===== src/rtl/ex_sp_pkg.sv =====
// Shared types and length helpers for the EX (SP),rr micro-step sequencer.
// Phase order and per-phase lengths live here so the counter and the width check agree.
package ex_sp_pkg;

   typedef enum logic [3:0] {
      PH_IDLE,
      PH_LATCH,
      PH_RD_LO,
      PH_RD_HI,
      PH_GAP1,
      PH_WR_LO,
      PH_WR_HI,
      PH_GAP2,
      PH_END
   } phase_t;

   localparam logic [1:0] PAIR_HL  = 2'b00;
   localparam logic [1:0] PAIR_IX  = 2'b01;
   localparam logic [1:0] PAIR_IY  = 2'b10;
   localparam logic [1:0] PAIR_RSV = 2'b11;

   function automatic int phase_len(input phase_t ph, input int mem_t, input int idle_t);
      case (ph)
         PH_LATCH, PH_END:                       return 1;
         PH_RD_LO, PH_RD_HI, PH_WR_LO, PH_WR_HI: return mem_t;
         PH_GAP1, PH_GAP2:                       return idle_t;
         default:                                return 0;
      endcase
   endfunction

   function automatic int total_steps(input int mem_t, input int idle_t);
      return 2 + 4 * mem_t + 2 * idle_t;
   endfunction

   function automatic logic is_mem(input phase_t ph);
      return (ph == PH_RD_LO) || (ph == PH_RD_HI) || (ph == PH_WR_LO) || (ph == PH_WR_HI);
   endfunction

endpackage


===== src/rtl/ex_sp_phase_counter.sv =====
// Phase register plus T-state down-counter for the EX (SP),rr sequencer.
// Holds on a memory wait at T-index 1 and skips zero-length gap phases.
//
//   state    | meaning
//   ---------+---------------------------------------------------
//   PH_IDLE  | waiting for an accepted start
//   PH_LATCH | one step: capture the selected pair
//   PH_RD_LO | MEM_T steps: read low byte from (SP)
//   PH_RD_HI | MEM_T steps: read high byte from (SP+1)
//   PH_GAP1  | IDLE_T internal steps (skipped when IDLE_T == 0)
//   PH_WR_LO | MEM_T steps: write low byte to (SP)
//   PH_WR_HI | MEM_T steps: write high byte to (SP+1)
//   PH_GAP2  | IDLE_T internal steps (skipped when IDLE_T == 0)
//   PH_END   | one step: done pulse, back to idle
module ex_sp_phase_counter
   import ex_sp_pkg::*;
#(
   parameter int MEM_T  = 3,
   parameter int IDLE_T = 1,
   parameter int TIW    = $clog2(MEM_T)
) (
   input  logic           clk,
   input  logic           rst_n,
   input  logic           start,
   input  logic           pair_rsv,
   input  logic           wait_req,
   output phase_t         phase,
   output logic [TIW-1:0] t_idx,
   output logic           stall
);

   localparam int MAXLEN = (MEM_T > IDLE_T) ? MEM_T : IDLE_T;
   localparam int CW     = $clog2(MAXLEN + 1);

   logic [CW-1:0] t_left;
   logic [CW-1:0] load_val;
   logic          t_last;
   phase_t        nxt;

   always_comb begin
      nxt = PH_IDLE;
      case (phase)
         PH_IDLE:  nxt = PH_LATCH;
         PH_LATCH: nxt = pair_rsv ? PH_END : PH_RD_LO;
         PH_RD_LO: nxt = PH_RD_HI;
         PH_RD_HI: nxt = (IDLE_T > 0) ? PH_GAP1 : PH_WR_LO;
         PH_GAP1:  nxt = PH_WR_LO;
         PH_WR_LO: nxt = PH_WR_HI;
         PH_WR_HI: nxt = (IDLE_T > 0) ? PH_GAP2 : PH_END;
         PH_GAP2:  nxt = PH_END;
         default:  nxt = PH_IDLE;
      endcase
   end

   assign load_val = (nxt == PH_IDLE) ? '0 : CW'(phase_len(nxt, MEM_T, IDLE_T) - 1);
   assign t_last   = (t_left == '0);
   // t_left never exceeds MEM_T-1 in a memory phase, so the low bits give the index.
   assign t_idx    = TIW'(MEM_T - 1) - t_left[TIW-1:0];
   assign stall    = is_mem(phase) && (t_left == CW'(MEM_T - 2)) && wait_req;

   always_ff @(posedge clk or negedge rst_n) begin
      if (!rst_n) begin
         phase  <= PH_IDLE;
         t_left <= '0;
      end else if (phase == PH_IDLE) begin
         if (start) begin
            phase  <= PH_LATCH;
            t_left <= '0;
         end
      end else if (!stall) begin
         if (!t_last) begin
            t_left <= t_left - 1'b1;
         end else begin
            phase  <= nxt;
            t_left <= load_val;
         end
      end
   end

endmodule


===== src/rtl/ex_sp_rr_sequencer.sv =====
// Self-timed EX (SP),rr sequencer: owns the XPT step count and decodes per-step strobes
// from the registered phase and T-index.
module ex_sp_rr_sequencer
   import ex_sp_pkg::*;
#(
   parameter int XPT_WIDTH = 5,
   parameter int START_XPT = 3,
   parameter int MEM_T     = 3,
   parameter int IDLE_T    = 1
) (
   input  logic                 CLK,
   input  logic                 notRESET,
   input  logic                 Start,
   input  logic [1:0]           PairSel,
   input  logic                 Wait,
   output logic                 Busy,
   output logic [XPT_WIDTH-1:0] XPT,
   output logic [1:0]           PR_PairSel,
   output logic                 PA_SelectPair_low,
   output logic                 PR_Write_Dt,
   output logic                 PR_Write_Dtex,
   output logic [MEM_T-1:0]     PC_R,
   output logic [MEM_T-1:0]     PC_W,
   output logic                 PI_SelectAd_SP,
   output logic                 PI_SelectAdt1,
   output logic                 PI_SelectDt_Dt,
   output logic                 PI_SelectDt_Dtex,
   output logic                 PR_Write_Low,
   output logic                 PR_Write_High,
   output logic                 PR_InvertIn,
   output logic                 P2_Set_CM1,
   output logic                 Pa_Ophd,
   output logic                 Done,
   output logic                 Error
);

   localparam int TIW   = $clog2(MEM_T);
   localparam int TOTAL = total_steps(MEM_T, IDLE_T);

   if (MEM_T < 2) begin : g_bad_mem_t
      $error("ex_sp_rr_sequencer: MEM_T must be at least 2");
   end
   if (IDLE_T < 0) begin : g_bad_idle_t
      $error("ex_sp_rr_sequencer: IDLE_T must not be negative");
   end
   if (START_XPT + TOTAL - 1 >= 2 ** XPT_WIDTH) begin : g_bad_xpt_width
      $error("ex_sp_rr_sequencer: last XPT value does not fit in XPT_WIDTH");
   end

   phase_t           phase;
   logic [TIW-1:0]   t_idx;
   logic             stall;
   logic             start_acc;
   logic             pair_rsv;
   logic             rd;
   logic             wr;
   logic             wr_ok;
   logic [MEM_T-1:0] t_hot;

   assign Busy      = (phase != PH_IDLE);
   assign start_acc = Start && !Busy;
   assign pair_rsv  = (PR_PairSel == PAIR_RSV);

   ex_sp_phase_counter #(
      .MEM_T  (MEM_T),
      .IDLE_T (IDLE_T),
      .TIW    (TIW)
   ) u_phase_counter (
      .clk      (CLK),
      .rst_n    (notRESET),
      .start    (start_acc),
      .pair_rsv (pair_rsv),
      .wait_req (Wait),
      .phase    (phase),
      .t_idx    (t_idx),
      .stall    (stall)
   );

   always_ff @(posedge CLK or negedge notRESET) begin
      if (!notRESET) begin
         PR_PairSel <= PAIR_HL;
         XPT        <= '0;
      end else if (!Busy) begin
         if (Start) begin
            PR_PairSel <= PairSel;
            XPT        <= XPT_WIDTH'(START_XPT);
         end
      end else if (phase == PH_END) begin
         XPT <= '0;
      end else if (!stall) begin
         XPT <= XPT + 1'b1;
      end
   end

   // With MEM_T == 2 the wait T-state is also the last one; block repeated register writes there.
   assign wr_ok = (MEM_T > 2) || !stall;
   assign rd    = (phase == PH_RD_LO) || (phase == PH_RD_HI);
   assign wr    = (phase == PH_WR_LO) || (phase == PH_WR_HI);
   assign t_hot = MEM_T'(1) << t_idx;

   always_comb begin
      PA_SelectPair_low = (phase == PH_LATCH);
      PR_Write_Dt       = (phase == PH_LATCH) && !pair_rsv;
      PR_Write_Dtex     = (phase == PH_LATCH) && !pair_rsv;
      PC_R              = rd ? t_hot : '0;
      PC_W              = wr ? t_hot : '0;
      PI_SelectAd_SP    = rd || wr;
      PI_SelectAdt1     = (phase == PH_RD_HI) || (phase == PH_WR_HI);
      PI_SelectDt_Dt    = (phase == PH_WR_LO);
      PI_SelectDt_Dtex  = (phase == PH_WR_HI);
      PR_Write_Low      = (phase == PH_RD_LO) && t_hot[MEM_T-1] && wr_ok;
      PR_Write_High     = (phase == PH_RD_HI) && t_hot[MEM_T-1] && wr_ok;
      PR_InvertIn       = PR_Write_High;
      P2_Set_CM1        = (phase == PH_END);
      Pa_Ophd           = (phase == PH_END);
      Done              = (phase == PH_END);
      Error             = (phase == PH_END) && pair_rsv;
   end

endmodule


===== config.mk =====
export PLATFORM = sky130hd
export DESIGN_NAME = ex_sp_rr_sequencer
export DESIGN_NICKNAME = d
export VERILOG_FILES = /design/src/rtl/ex_sp_pkg.sv /design/src/rtl/ex_sp_phase_counter.sv /design/src/rtl/ex_sp_rr_sequencer.sv
export SDC_FILE = /design/constraint.sdc
export NUM_CORES = 1
export LEC_CHECK = 0
export ABC_CLOCK_PERIOD_IN_PS = 2390
export BUFFER_PORTS_ARGS = -buffer_cell sky130_fd_sc_hd__clkbuf_2
export CORE_MARGIN = 2
export CORE_UTILIZATION = 54
export CTS_BUF_LIST = sky130_fd_sc_hd__clkbuf_4 sky130_fd_sc_hd__clkbuf_8
export DETAILED_ROUTE_END_ITERATION = 8
export PLACE_DENSITY = 0.86
export SLEW_MARGIN = 40
export SYNTH_ARGS = -nofsm -noshare
export SYNTH_HDL_FRONTEND = slang
export SYNTH_HIERARCHICAL = 1
export SYNTH_SLANG_ARGS = --single-unit

===== constraint.sdc =====
create_clock -name CLK -period 2.39 [get_ports CLK]
set_clock_uncertainty 0.15 [all_clocks]
set_input_delay 0.239 -clock CLK [delete_from_list [all_inputs] [get_ports CLK]]
set_output_delay 0.239 -clock CLK [all_outputs]
set_load 0.005 [all_outputs]

==> results.md, run 1 <==
- Reg2Reg Launch Point: u_phase_counter/phase[0]
- Final setup viols: 0
- End of the critical path: PR_Write_High
- Worst VDD drop: 753.1 uV
- Starting Density: 56.94%
- Critical path class: register to primary output
- Vias per cell: 5.867
- Routed wire length: 2743 um
- Hold violation count in the final report: 0
- Clk buf depth: 2
- DRC: 0
- Leakage: 0.7254 nW
- Max-Slew Margin vs Limit: 68.64%
- CP required: 2.00 ns
- Rows: 17
- Final non-filler cell area: 1440 um^2
- RR Endpoint: u_phase_counter/t_left[1]
- GRT Total Usage: 21.86%
- Die area: 2711 um^2
- Mapped Avg Cell Area: 9.039 um^2
- Clock root buffer: clkbuf_4
- Slew Viols, Final: 0
- RePlAce Congestion: 0.8516
- Status: completed
- CP Capture Type: primary output
- EDFF count, synth: 0
- Synth cell types: 50
- Die Ht: 52.07 um
- Final min period: 2.301 ns
- First-pass GRT wire length: 4457 um
- Wire per inst: 13.99 um
- Via count: 1,150
- Syn_nets: 150
- Layout fillers: 175
- CTS buffer count: 3
- Total grt overflow: 0
- Syn. warnings: 6
- Die Width: 52.07 um
- Antenna Cells: 0
- PnR Total Power: 2.327 mW
- Layout area overhead: 15.45%
- Fraction of registers with async set or reset after synthesis: 100.0%
- Post-synth top flop: dfrtp_1
- CP max FO: 16
- R2R cell count: 8
- PwrDens: 1616 nW/um^2
- Layout cell share with drive strength beyond 1: 36.31%
- Sequential area share after synthesis: 26.08%
- Worst min path class: primary input to register
- CORE AREA: 2191 um^2
- ANT nets after route: 0
- Period utilization: 96.29%
- Num Clock Sinks: 13
- DRT Pass-1 Iters: 4
- Largest net degree at the start of global routing: 20
- Number of port buffers: 33
- Worst skew pair latency: 0.28 ns
- CP arrival: 1.91 ns
- RSZ-0062 raised after global routing: no
- FMAX: 434.5 MHz
- CTS tree: done
- Most frequent cells in the layout: 33 x clkbuf_2, 10 x dfrtp_1, 10 x nor3_1
- Most common cell after layout, fill and taps aside: clkbuf_2
- Max Cap Viol: 0
- Critical path launch point: u_phase_counter/phase[2]
- Synthesis-stage register bit count: 13
- Mapped cell area: 1247 um^2
- Actual slew at the worst max-slew pin: 0.4668 ns
- Gate Count Post-Synth: 138
- Iteration-0 DRC Markers: 35
- Number of global-route vias before repair: 990
- Setup slack, reg-to-reg: 0.17 ns
- H-tree depth: 1
- Worst setup SP type: register
- Post-DP HPWL: 2089 um
- Clock-pin slew on the worst setup and hold paths: 0.08 ns
- Setup tns final: 0 ns
- I/O Pins: 34
- Initial antenna violation count: 0
- Nets: 181
- Setup repair bufs after CTS: 0
- Placed cell areas: 1396 um^2
-- stage by stage --
| stage | util (%) | setup slack, ns | std cells | hold slack [ns] |
|---|---|---|---|---|
| 2_1_floorplan | - | 0.3481 | 138 | -0.2066 |
| 3_3_place_gp | 63.74 | 0.2999 | 191 | -0.004775 |
| 3_5_place_dp | 63.74 | 0.1519 | 191 | 0.006440 |
| 4_1_cts | 65.56 | 0.03928 | 196 | 0.03889 |
| 6_report | 65.73 | 0.08866 | 196 | 0.03833 |
| 5_1_grt | 65.73 | 0.0002702 | 196 | 0.03989 |
-- layout make-up --
type / count / area (um^2) / area share (%)
well taps: 28 / 35.03 / 2.433
inverters: 7 / 26.28 / 1.825
flip-flops and latches: 13 / 329.1 / 22.85
multi-input cells: 105 / 794.5 / 55.17
repair buffers: 39 / 225.2 / 15.64
clock buffers: 4 / 30.03 / 2.085
-- layer usage --
metal | part of all wire [%] | GRT usage, % | vias to the layer above
li1 | - | - | 546
met1 | 45 | 29.73 | 552
met2 | 47 | 33.54 | 45
met3 | 5.6 | 2.011 | 7
met4 | 2.4 | 12.72 | 0
met5 | 0 | 0 | -
-- sequential cells by signal (all words and copies together), names as in the netlist --
register	cells
XPT	5
u_phase_counter/t_left	2
PR_PairSel	2
u_phase_counter/phase	4
-- cell usage after synthesis, drive strengths merged, types with 4 or more instances --
cell	number	area share, %
nand2	7	2.9
a21oi	8	3.5
and3	5	2.5
mux2	4	4.2
ha	6	6.0
buf	12	7.8
nor3	12	6.1
dfrtp	13	26
nor2	9	2.7
nand2b	8	4.0
inv	7	2.1
-- how the worst min path moves through the flow --
| stage | startpoint | to | slack (ns) | cells past startpoint |
|---|---|---|---|---|
| 2_1_floorplan | notRESET | PR_PairSel[0] | -0.21 | 0 |
| 3_3_place_gp | notRESET | u_phase_counter/phase[3] | -0.005 | 1 |
| 3_5_place_dp | notRESET | u_phase_counter/phase[3] | 0.006 | 1 |
| 4_1_cts | PairSel[1] | PR_PairSel[1] | 0.04 | 2 |
| 5_1_grt | PairSel[1] | PR_PairSel[1] | 0.04 | 2 |
| 6_report | PairSel[1] | PR_PairSel[1] | 0.04 | 2 |
-- worst max-delay path, stage by stage, from the launching register on --
cell and delay, ns:
dfrtp_2 0.50, buf_12 0.18, or3b_2 0.51, nor2_1 0.17, and2_1 0.16, clkbuf_2 0.11
-- cells by family (layout without fill, tap and decap cells) --
| kind of cell | after synthesis | after routing | synth area share, % |
|---|---|---|---|
| buffers and inverters | 20 | 50 | 10.23 |
| adder cells (fa/ha/maj) | 6 | 6 | 6.018 |
| AND/OR/NAND/NOR | 64 | 64 | 32.60 |
| XOR/XNOR | 5 | 5 | 3.511 |
| AO/OA/AOI/OAI | 23 | 23 | 14.95 |
| flip-flops | 13 | 13 | 26.08 |
| multiplexers | 7 | 7 | 6.620 |
-- report_power, final --
part           leakage (nW)  total, mW  switching, mW  internal [mW]
Combinational         0.551       1.68          0.874          0.811
Sequential            0.156      0.490          0.150          0.340
Clock                0.0184      0.152         0.0762         0.0762
Total                 0.725       2.33           1.10           1.23
-- timing repair --
action,CTS,global route
gates resized for setup,0,3
hold buffers,1,0
hold endpoints to repair,13,0
endpoints found under the setup margin,0,4
No activity file was read; power rests on OpenSTA's default activity.
==> run 2: changes to the inputs <==
- ABC_CLOCK_PERIOD_IN_PS: 2390 -> 2300
- clock period: 2.39 -> 2.3 ns (I/O delays scaled with it)
==> run 2 against run 1 <==
Against the previous run: setup slack worse by 0.0076 ns; via count up 1.1%; flip-flop and latch count unchanged; first-iteration DRC count down 37%; global-route usage down 0.19 points; non-clock buffer count up 5; wire length up 2.3%; critical path type unchanged.
==> results.md, run 2 (same netlist as run 1, synthesis figures left out) <==
- CTS tree: done
- RePlAce Congestion: 0.8543
- Antenna Cells: 0
- Placed cell areas: 1406 um^2
- Worst setup SP type: register
- Final min period: 2.219 ns
- R2R cell count: 9
- Finished Core Util: 66.99%
- Hold path start: PairSel[0]
- Clock root buffer: clkbuf_4
- Most frequent cells in the layout: 33 x clkbuf_2, 12 x dfrtp_1, 10 x nor3_1, 10 x buf_4
- Largest reg by FF count: XPT
- ANT nets after route: 0
- Clock-pin slew on the worst setup and hold paths: 0.08 ns
- PwrDens: 1694 nW/um^2
- Hold endpoint: PR_PairSel[0]
- Nets: 186
- First-pass GRT wire length: 4367 um
- Die area: 2711 um^2
- Largest register FFs: 5
- I/O Pins: 34
- Via count: 1,163
- CP Capture Type: primary output
- Layout cell share with drive strength beyond 1: 38.15%
- Layout area overhead: 17.65%
- Hold violation count in the final report: 0
- Initial antenna violation count: 0
- Worst skew pair latency: 0.28 ns
- CORE AREA: 2191 um^2
- Die Width: 52.07 um
- Setup slack, reg-to-reg: 0.13 ns
- GRT Total Usage: 21.67%
- Number of global-route vias before repair: 995
- Layout fillers: 160
- CP required: 1.92 ns
- Slew Viols, Final: 0
- Most common cell after layout, fill and taps aside: clkbuf_2
- Period utilization: 96.48%
- Max Cap Viol: 0
- CP arrival: 1.84 ns
- Total grt overflow: 0
- Hold depth: 2
- Rows: 17
- Critical path class: register to primary output
- Die Ht: 52.07 um
- Status: completed
- Worst min path class: primary input to register
- Critical path launch point: u_phase_counter/phase[2]
- Iteration-0 DRC Markers: 22
- Reg2Reg Launch Point: PR_PairSel[0]
- Num Clock Sinks: 13
- Starting Density: 56.94%
- Worst VDD drop: 791.6 uV
- Final setup viols: 0
- H-tree depth: 1
- RR Endpoint: u_phase_counter/t_left[1]
- Number of port buffers: 33
- Setup tns final: 0 ns
- Largest net degree at the start of global routing: 20
- Actual slew at the worst max-slew pin: 0.3997 ns
- CP max FO: 7
- Final non-filler cell area: 1468 um^2
- Clk buf depth: 2
- DRC: 0
- CTS buffer count: 3
- FMAX: 450.7 MHz
- Post-DP HPWL: 2110 um
- Routed wire length: 2806 um
- Wire per inst: 13.96 um
- Top Registers: XPT (5), u_phase_counter/phase (4)
- Leakage: 0.7468 nW
- DRT Pass-1 Iters: 4
- Vias per cell: 5.786
- Max-Slew Margin vs Limit: 73.11%
[run 2: cell types whose count changed in the layout (fill, tap and decap cells not counted), sizes merged]
cell	change
buf	+5
[run 2: worst max-delay path, cell delays in order (launching register included)]
cell,delay [ns]
dfrtp_1,0.45
buf_4,0.20
or3b_2,0.53
nor2_2,0.14
and2_1,0.14
clkbuf_2,0.11
[run 2: timing repair]
action	in CTS	in global routing
endpoints found under the setup margin	0	4
hold buffers	1	0
hold endpoints to repair	13	0
setup buffers	0	2
gates resized for setup	0	3
[run 2: worst max-delay path by stage]
| stage | endpoint | slack [ns] | cells past startpoint |
|---|---|---|---|
| global placement | u_phase_counter/t_left[0] | 0.20 | 9 |
| detailed placement | u_phase_counter/t_left[0] | 0.12 | 9 |
| finish | PR_Write_High | 0.08 | 5 |
| CTS | PR_InvertIn | 0.01 | 5 |
| floorplan | u_phase_counter/t_left[0] | 0.26 | 8 |
| global route | PR_InvertIn | -0.02 | 5 |
[run 2: layout make-up]
class | count | area [um^2] | share of cell area, %
multi-input cells | 105 | 799.5 | 54.48
flip-flops and latches | 13 | 326.6 | 22.25
repair buffers | 44 | 250.2 | 17.05
well taps | 28 | 35.03 | 2.387
clock buffers | 4 | 30.03 | 2.046
inverters | 7 | 26.28 | 1.790
[run 2: stage by stage]
step | hold slack (ns) | cells | setup WS [ns] | power [mW]
after floorplan | -0.2156 | 138 | 0.2581 | 1.841
after global placement | -0.007172 | 194 | 0.2046 | 2.164
after detailed placement | -0.005045 | 194 | 0.1238 | 2.244
after CTS | 0.02688 | 199 | 0.01290 | 2.412
after global routing | 0.02266 | 201 | -0.02304 | 2.702
final | 0.02351 | 201 | 0.08104 | 2.487
[run 2: where the power goes]
group / internal (mW) / switching, mW
Clock: 0.0792 / 0.0784
Combinational: 0.885 / 0.975
Sequential: 0.350 / 0.120
[run 2: routing by layer]
layer | track usage, % | vias to the layer above | part of all wire (%) | wire length (um)
met1 | 26.86 | 533 | 45 | 1251
met2 | 35.44 | 61 | 46 | 1300
li1 | - | 558 | - | -
met5 | 0 | - | 0 | 0
met4 | 11.40 | 0 | 2.9 | 80
met3 | 4.023 | 11 | 6.2 | 174
==> run 3: changes to the inputs <==
- ABC_CLOCK_PERIOD_IN_PS: 2300 -> 2500
- CAP_MARGIN: default -> 10
- clock period: 2.3 -> 2.5 ns (I/O delays scaled with it)
==> run 3 against run 2 <==
Against the previous run: first-iteration DRC count grew 130%; worst hold slack improved by 0.029 ns; via count up 0.34%.
==> results.md, run 3 (same netlist as run 1, synthesis figures left out) <==
- ANT nets after route: 0
- CP max FO: 7
- Cells after DPL: 191
- Crit path max-delay family: compound AO/OA/AOI/OAI gates
- Internal Power: 1.150 mW
- RSZ-0062 raised after global routing: no
- PwrDens: 1568 nW/um^2
- Top Registers: XPT (5), u_phase_counter/phase (4)
- Worst VDD drop: 788.9 uV
- Setup repair bufs after CTS: 0
- Period utilization: 99.58%
- CTS tree: done
- Critical path class: register to register
- CTS buffer count: 3
- Final setup viols: 0
- Final non-filler cell area: 1426 um^2
- Clock root buffer: clkbuf_4
- First-pass GRT wire length: 4560 um
- Max Cap Viol: 0
- Max-Slew Margin vs Limit: 67.64%
- Worst skew pair latency: 0.27 ns
- Largest net degree at the start of global routing: 20
- Initial antenna violation count: 0
- Rows: 17
- Largest reg by FF count: XPT
- Worst setup SP type: register
- Actual slew at the worst max-slew pin: 0.4817 ns
- Number of port buffers: 33
- Nets: 181
- Die area: 2711 um^2
- Most common cell after layout, fill and taps aside: clkbuf_2
- Via count: 1,167
- Hold violation count in the final report: 0
- Vias per cell: 5.954
- NetSw: 1.087 mW
- Post-DP HPWL: 2228 um
- GRT Total Usage: 22.89%
- RePlAce Congestion: 0.8542
- Slowest cell delay on critical path: 0.45 ns
- Die Width: 52.07 um
- FMAX: 401.7 MHz
- I/O Pins: 34
- Placed cell areas: 1384 um^2
- CP cell instances: nor2b_2, o21ai_0, a21o_1, ha_1, or3b_1, o32ai_2, a21oi_1, a21oi_1
- Largest register FFs: 5
- Status: completed
- Pre-CTS WS: 0.1922 ns
- Wire per inst: 15.24 um
- DRT Pass-1 Iters: 4
- CORE AREA: 2191 um^2
- Setup ws final: 0.01043 ns
- Setup tns final: 0 ns
- Switching Share: 48.58%
- H-tree depth: 1
- Final min period: 2.490 ns
- Num Clock Sinks: 13
- Setup slack, reg-to-reg: 0.01 ns
- CP Capture Type: register
- DRC: 0
- Worst min path class: primary input to register
- Clk buf depth: 2
- Clock-pin slew on the worst setup and hold paths: 0.08 ns
- Crit path buf inv count: 0
- Clock network power share: 6.4%
- Antenna Cells: 0
- Leakage: 0.7257 nW
- Slew Viols, Final: 0
- Starting Density: 56.94%
- Most frequent cells in the layout: 33 x clkbuf_2, 13 x dfrtp_1, 10 x nor3_1
- Routed wire length: 2987 um
- Die Ht: 52.07 um
- Critical-path top delay cell: dfrtp_1
- Layout cell share with drive strength beyond 1: 35.12%
- Finished Layout Cells: 196
- Iteration-0 DRC Markers: 51
- Layout area overhead: 14.34%
- Most Frequent Cell on Critical Path: a21oi_1
- Layout fillers: 170
- CP arrival: 2.53 ns
- Seq pwr share: 20.1%
- Total grt overflow: 0
- CP required: 2.54 ns
- Number of global-route vias before repair: 1,078
- Gate power share: 73.5%
## run 3: cell types whose count changed in the layout (fill, tap and decap cells not counted)
cell	delta
buf_4	-5
dfrtp_1	+1
dfrtp_2	-1
ha_1	+1
ha_2	-1
nor2_1	+1
nor2_2	-1
nor2b_1	-1
nor2b_2	+1
## run 3: path summary, 6_finish.rpt
| kind | from | end | depth (start not counted) |
|---|---|---|---|
| hold reg to reg | PR_PairSel[1] | PR_PairSel[1] | 1 |
| setup reg to reg | u_phase_counter/phase[0] | u_phase_counter/t_left[0] | 8 |
| hold / removal | PairSel[1] | PR_PairSel[1] | 2 |
| min in group asynchronous | notRESET | u_phase_counter/phase[2] | 2 |
| setup / recovery | u_phase_counter/phase[0] | u_phase_counter/t_left[0] | 8 |
| max in group asynchronous | notRESET | u_phase_counter/t_left[1] | 2 |
## run 3: timing repair
| item | in CTS | in global routing |
|---|---|---|
| hold buffers | 1 | 0 |
| endpoints found under the hold margin | 13 | 0 |
| gates resized for setup | 0 | 1 |
| setup endpoints to repair | 0 | 1 |
## run 3: power by group through the flow
stage | sequential (mW) | clock (mW) | combinational, mW
CTS | 0.446 | 0.149 | 1.62
global placement | 0.432 | 0 | 1.52
global route | 0.467 | 0.158 | 1.78
detailed placement | 0.450 | 0 | 1.61
finish | 0.450 | 0.143 | 1.64
floorplan | 0.427 | 0 | 1.27
## run 3: stage by stage
stage               hold slack (ns)  util (%)  total power [mW]
global placement           0.008419     63.16             1.955
floorplan                   -0.1956         -             1.694
global route                0.06030     65.11             2.407
detailed placement          0.01567     63.16             2.055
finish                      0.05297     65.11             2.237
CTS                         0.05096     64.99             2.211
## run 3: final cells by class
type / count / area, um^2 / area share (%)
Clock buffer: 4 / 30.03 / 2.105
Inverter: 7 / 26.28 / 1.842
Multi-Input combinational cell: 105 / 797.0 / 55.88
Sequential cell: 13 / 325.3 / 22.81
Tap cell: 28 / 35.03 / 2.456
Timing Repair Buffer: 39 / 212.7 / 14.91
## run 3: layer usage
metal  share of wire (%)  vias to the layer above  GRT usage (%)
li1                    -                      546              -
met5                   0                        -              0
met3                 7.7                       16          3.161
met4                 3.6                        0          18.86
met1                  39                      541          25.59
met2                  50                       64          38.19
